**src/rtl/mk_xsim_top.sv**
```systemverilog
// Portal core: inner-product accumulator (clear / multiply-accumulate / read back) over 32-bit ready/ready beat streams.
// Ready/valid outputs decode straight from registered state; responses stall until the host accepts.
module mk_xsim_top (
    input  logic        CLK,
    input  logic        RST_N,
    output logic        msgSink_dst_rdy,
    input  logic        msgSink_src_rdy_b,
    input  logic [31:0] msgSink_beat_v,
    output logic        msgSource_src_rdy,
    input  logic        msgSource_dst_rdy_b,
    output logic [31:0] msgSource_beat,
    output logic        CLK_singleClock,
    output logic        CLK_GATE_singleClock,
    output logic        RST_N_singleReset
);

    typedef enum logic [1:0] {
        ST_HDR       = 2'd0,
        ST_PAYLOAD   = 2'd1,
        ST_RESP_HDR  = 2'd2,
        ST_RESP_DATA = 2'd3
    } state_t;

    localparam logic [15:0] METH_CLEAR = 16'd0;
    localparam logic [15:0] METH_MAC   = 16'd1;
    localparam logic [15:0] METH_READ  = 16'd2;

    state_t      state_q, state_d;
    logic [31:0] acc_q, acc_d;
    logic [15:0] rem_q, rem_d;
    logic [15:0] meth_q, meth_d;
    logic        first_q, first_d;

    logic        sink_fire;
    logic        src_fire;
    logic [15:0] hdr_meth;
    logic [15:0] hdr_len;
    logic signed [31:0] prod;

    assign CLK_singleClock      = CLK;
    assign CLK_GATE_singleClock = 1'b1;
    assign RST_N_singleReset    = RST_N;

    // Outputs are forced low while reset is held, independent of state.
    assign msgSink_dst_rdy   = RST_N && (state_q == ST_HDR || state_q == ST_PAYLOAD);
    assign msgSource_src_rdy = RST_N && (state_q == ST_RESP_HDR || state_q == ST_RESP_DATA);
    assign msgSource_beat    = !msgSource_src_rdy     ? 32'd0 :
                               (state_q == ST_RESP_HDR) ? 32'h0000_0002 : acc_q;

    assign sink_fire = msgSink_dst_rdy && msgSink_src_rdy_b;
    assign src_fire  = msgSource_src_rdy && msgSource_dst_rdy_b;
    assign hdr_meth  = msgSink_beat_v[31:16];
    assign hdr_len   = msgSink_beat_v[15:0];
    assign prod      = $signed(msgSink_beat_v[31:16]) * $signed(msgSink_beat_v[15:0]);

    always_comb begin
        state_d = state_q;
        acc_d   = acc_q;
        rem_d   = rem_q;
        meth_d  = meth_q;
        first_d = first_q;
        case (state_q)
            ST_HDR: begin
                if (sink_fire) begin
                    if (hdr_meth == METH_CLEAR) begin
                        acc_d = 32'd0;
                    end
                    if (hdr_len > 16'd1) begin
                        rem_d   = hdr_len - 16'd1;
                        meth_d  = hdr_meth;
                        first_d = 1'b1;
                        state_d = ST_PAYLOAD;
                    end else if (hdr_meth == METH_READ) begin
                        state_d = ST_RESP_HDR;
                    end
                end
            end
            ST_PAYLOAD: begin
                if (sink_fire) begin
                    rem_d   = rem_q - 16'd1;
                    first_d = 1'b0;
                    // Only the first payload beat of a MAC contributes; the rest are dropped.
                    if (meth_q == METH_MAC && first_q) begin
                        acc_d = acc_q + $unsigned(prod);
                    end
                    if (rem_q == 16'd1) begin
                        state_d = (meth_q == METH_READ) ? ST_RESP_HDR : ST_HDR;
                    end
                end
            end
            ST_RESP_HDR: begin
                if (src_fire) begin
                    state_d = ST_RESP_DATA;
                end
            end
            ST_RESP_DATA: begin
                if (src_fire) begin
                    state_d = ST_HDR;
                end
            end
            default: state_d = ST_HDR;
        endcase
    end

    always_ff @(posedge CLK) begin
        if (!RST_N) begin
            state_q <= ST_HDR;
            acc_q   <= 32'd0;
            rem_q   <= 16'd0;
            meth_q  <= 16'd0;
            first_q <= 1'b0;
        end else begin
            state_q <= state_d;
            acc_q   <= acc_d;
            rem_q   <= rem_d;
            meth_q  <= meth_d;
            first_q <= first_d;
        end
    end

endmodule

```
**config.mk**
```make
export PLATFORM = sky130hd
export DESIGN_NAME = mk_xsim_top
export DESIGN_NICKNAME = d
export VERILOG_FILES = /design/src/rtl/mk_xsim_top.sv
export SDC_FILE = /design/constraint.sdc
export NUM_CORES = 1
export LEC_CHECK = 0
export BUFFER_PORTS_ARGS = -buffer_cell sky130_fd_sc_hd__buf_2
export CORE_MARGIN = 8
export CORE_UTILIZATION = 49
export DETAILED_ROUTE_END_ITERATION = 10
export GPL_ROUTABILITY_DRIVEN = 0
export PLACE_DENSITY_LB_ADDON = 0.2
export SLEW_MARGIN = 20
export SYNTH_ARGS = -nofsm -noshare
export SYNTH_HDL_FRONTEND = slang
export SYNTH_SLANG_ARGS = --single-unit
```
**constraint.sdc**
```tcl
create_clock -name CLK -period 14.93 [get_ports CLK]
set_input_delay 1.493 -clock CLK [delete_from_list [all_inputs] [get_ports CLK]]
set_output_delay 1.493 -clock CLK [all_outputs]
set_load 0.005 [all_outputs]
```
==> metrics.txt <==
async set-reset flop share out of synthesis=0%; run status=finished clean; DRC viols=0; core footprint=29300 sq um; routed via count=10800; slew at the pin closest to its max-slew limit=1.01 ns; maximum number of pins on one net before global-route repair=36; detailed router's first-iteration violation count=588; start point of the worst min-delay path=meth_q[15]; number of cells on the worst reg-to-reg path=17; number of maximum-capacitance violations=0; critical path, cell by cell=clkbuf_16 -> clkbuf_16 -> buf_2; Clock Latency Late Sink=0.46 ns; Worst path top cell family by delay=buffers and inverters; number of primary I/O pins=73; headroom to the max-slew limit=32.4%; share of final-layout standard cells stronger than drive strength 1=7.18%; global-route wire length before repair=62400 um; Fill cells=2876; Hold Path Depth=2; number of buffers and inverters on the critical path=3; required time at the endpoint of the critical path=13.44 ns; most instantiated library cell after synthesis=inv_1; initial antenna violation count=1; WHS Endpoint=meth_q[15]; Die Y=188 um; Overall Global Routing Usage=22.3%; post_cts resized=0; Area Overhead vs Synth=6.04%; yosys synthesis warning count=0; post-DP HPWL=28400 um; number of nets still failing antenna checks after routing=0; ratio of routed vias to standard cells=5.30; wire length reported by the detailed router=36900 um; total of flip-flops plus latches after synthesis=67; Worst EP arrival=7.83 ns; input/output buffers=71; dominant cells by area after synthesis=fa_1, dfxtp_1, inv_1; number of global-route vias before repair=11600; R2R Path Start=acc_q[15]; WL/cell=18.0 um; most instantiated flip-flop cell in the synthesis netlist=dfxtp_1; Post-Synthesis Cell Area=14400 sq um; maximum single-stage delay on the critical path=0.12 ns; proportion of synthesized chip area in sequential cells=9.29%; diode insertion count for antenna repair=0; number of unique standard cell types used by synthesis=68; die area=35200 sq um; type of element launching the critical path=clock port; hold bufs inserted after CTS=0; total gr overflow=0; Cell Rows=63; number of cells produced by synthesis=1642; EDFF count, synth=0; startpoint-to-endpoint class of the critical path=clock port to primary output; CP max stage cell=clkbuf_16; Setup Buffers After CTS=0; DRT Pass-1 Iters=5; tightest hold margin=0.451 ns; Post-Route Skew=0.00518 ns; final-report max-slew violation count=0; clock edge transition at the registers on the reported setup and hold paths=0.07 ns; final net count=2082; cell type with the largest total area after synthesis=fa_1; clock tree from TritonCTS=built; sum of negative setup slack=0 ns; starting density of the core=49.2%; worst reg-to-reg setup slack=9.64 ns; Syn Nets=2072; endpoints failing setup=0; synthesized area per cell=8.79 sq um; Hold Fails Final Rpt=0; share of Yosys cell area claimed by the top area cell type=40.5%; die width=188 um; ranking of synthesized cells by instance count=inv_1, fa_1, nand2_1, and2_1, ha_1; Reg-to-Reg End=acc_q[31]; kind of end point of the critical path=primary output; kind of path behind the tightest hold check=flop to flop; Crit Path Max Fanout=2; cell repeated most along the worst path=clkbuf_16; RSZ-0062 raised after global routing=false
[through the flow]
stage	setup slack (ns)	cell area, sq um	utilization [%]	std cells
finish	5.61	15300	52.2	2047
global route	5.60	15300	52.2	2047
CTS	5.61	15300	52.2	2047
detailed placement	5.87	14900	51.0	2028
global placement	5.87	14900	51.0	2028
floorplan	5.86	14400	-	1642
[cell type report]
class | instances | area (sq um) | share of cell area (%)
Clock inverter | 6 | 48.8 | 0.319
Timing Repair Buffer | 76 | 395 | 2.58
Tap cell | 390 | 488 | 3.19
Multi-Input combinational cell | 1146 | 11400 | 74.5
Sequential cell | 67 | 1340 | 8.76
Clock buffer | 14 | 319 | 2.08
Inverter | 348 | 1310 | 8.53
[layout by cell type (no fill, tap or decap), drive strengths merged, types with 5 or more instances in the layout]
| cell type | instances |
|---|---|
| nand3 | 16 |
| o21a | 7 |
| fa | 292 |
| nor3 | 15 |
| dfxtp | 67 |
| nand2 | 191 |
| o31ai | 5 |
| nor4 | 13 |
| a21o | 9 |
| inv | 350 |
| ha | 102 |
| a22oi | 22 |
| nor2 | 70 |
| buf | 77 |
| xor2 | 12 |
| nand2b | 10 |
| clkbuf | 13 |
| and3 | 11 |
| and2 | 158 |
| o21ai | 58 |
| a21oi | 45 |
| xnor2 | 36 |
| o211ai | 5 |
| a211oi | 5 |
[worst min-delay path, cell delays in order, from the launching register on]
cell and delay (ns):
dfxtp_1 0.31, nand2_1 0.05, o21ai_1 0.05
[cell families after synthesis]
logic type | after synthesis | share of synthesized area, %
AND/OR/NAND/NOR | 503 | 17.4
other | 1 | 0.0260
adder cells (fa/ha/maj) | 394 | 49.3
multiplexers | 5 | 0.364
XOR/XNOR | 49 | 3.07
flip-flops | 67 | 9.29
AO/OA/AOI/OAI | 194 | 8.89
buffers and inverters | 429 | 11.7
[how the worst max path moves through the flow]
stage,endpoint,depth (start not counted),start
2_1_floorplan,CLK_singleClock,1,CLK
3_3_place_gp,CLK_singleClock,1,CLK
3_5_place_dp,CLK_singleClock,1,CLK
4_1_cts,CLK_singleClock,3,CLK
5_1_grt,CLK_singleClock,3,CLK
6_report,CLK_singleClock,3,CLK
[flip-flops by register name, summed over array words and instances, names as in the netlist]
register / flops
acc_q: 32
first_q: 1
meth_q: 16
rem_q: 16
state_q: 2
[routing by layer]
metal	part of all wire, %	GRT usage (%)	vias to the layer above
met2	48	36.4	313
met5	0	0	-
met4	2.2	6.39	0
met1	44	29.5	5469
li1	-	-	5021
met3	6.3	4.74	45
Power is left out: the tool's default activity adds up to more than one toggle a clock period on the data nets, which glitch-free logic cannot reach.
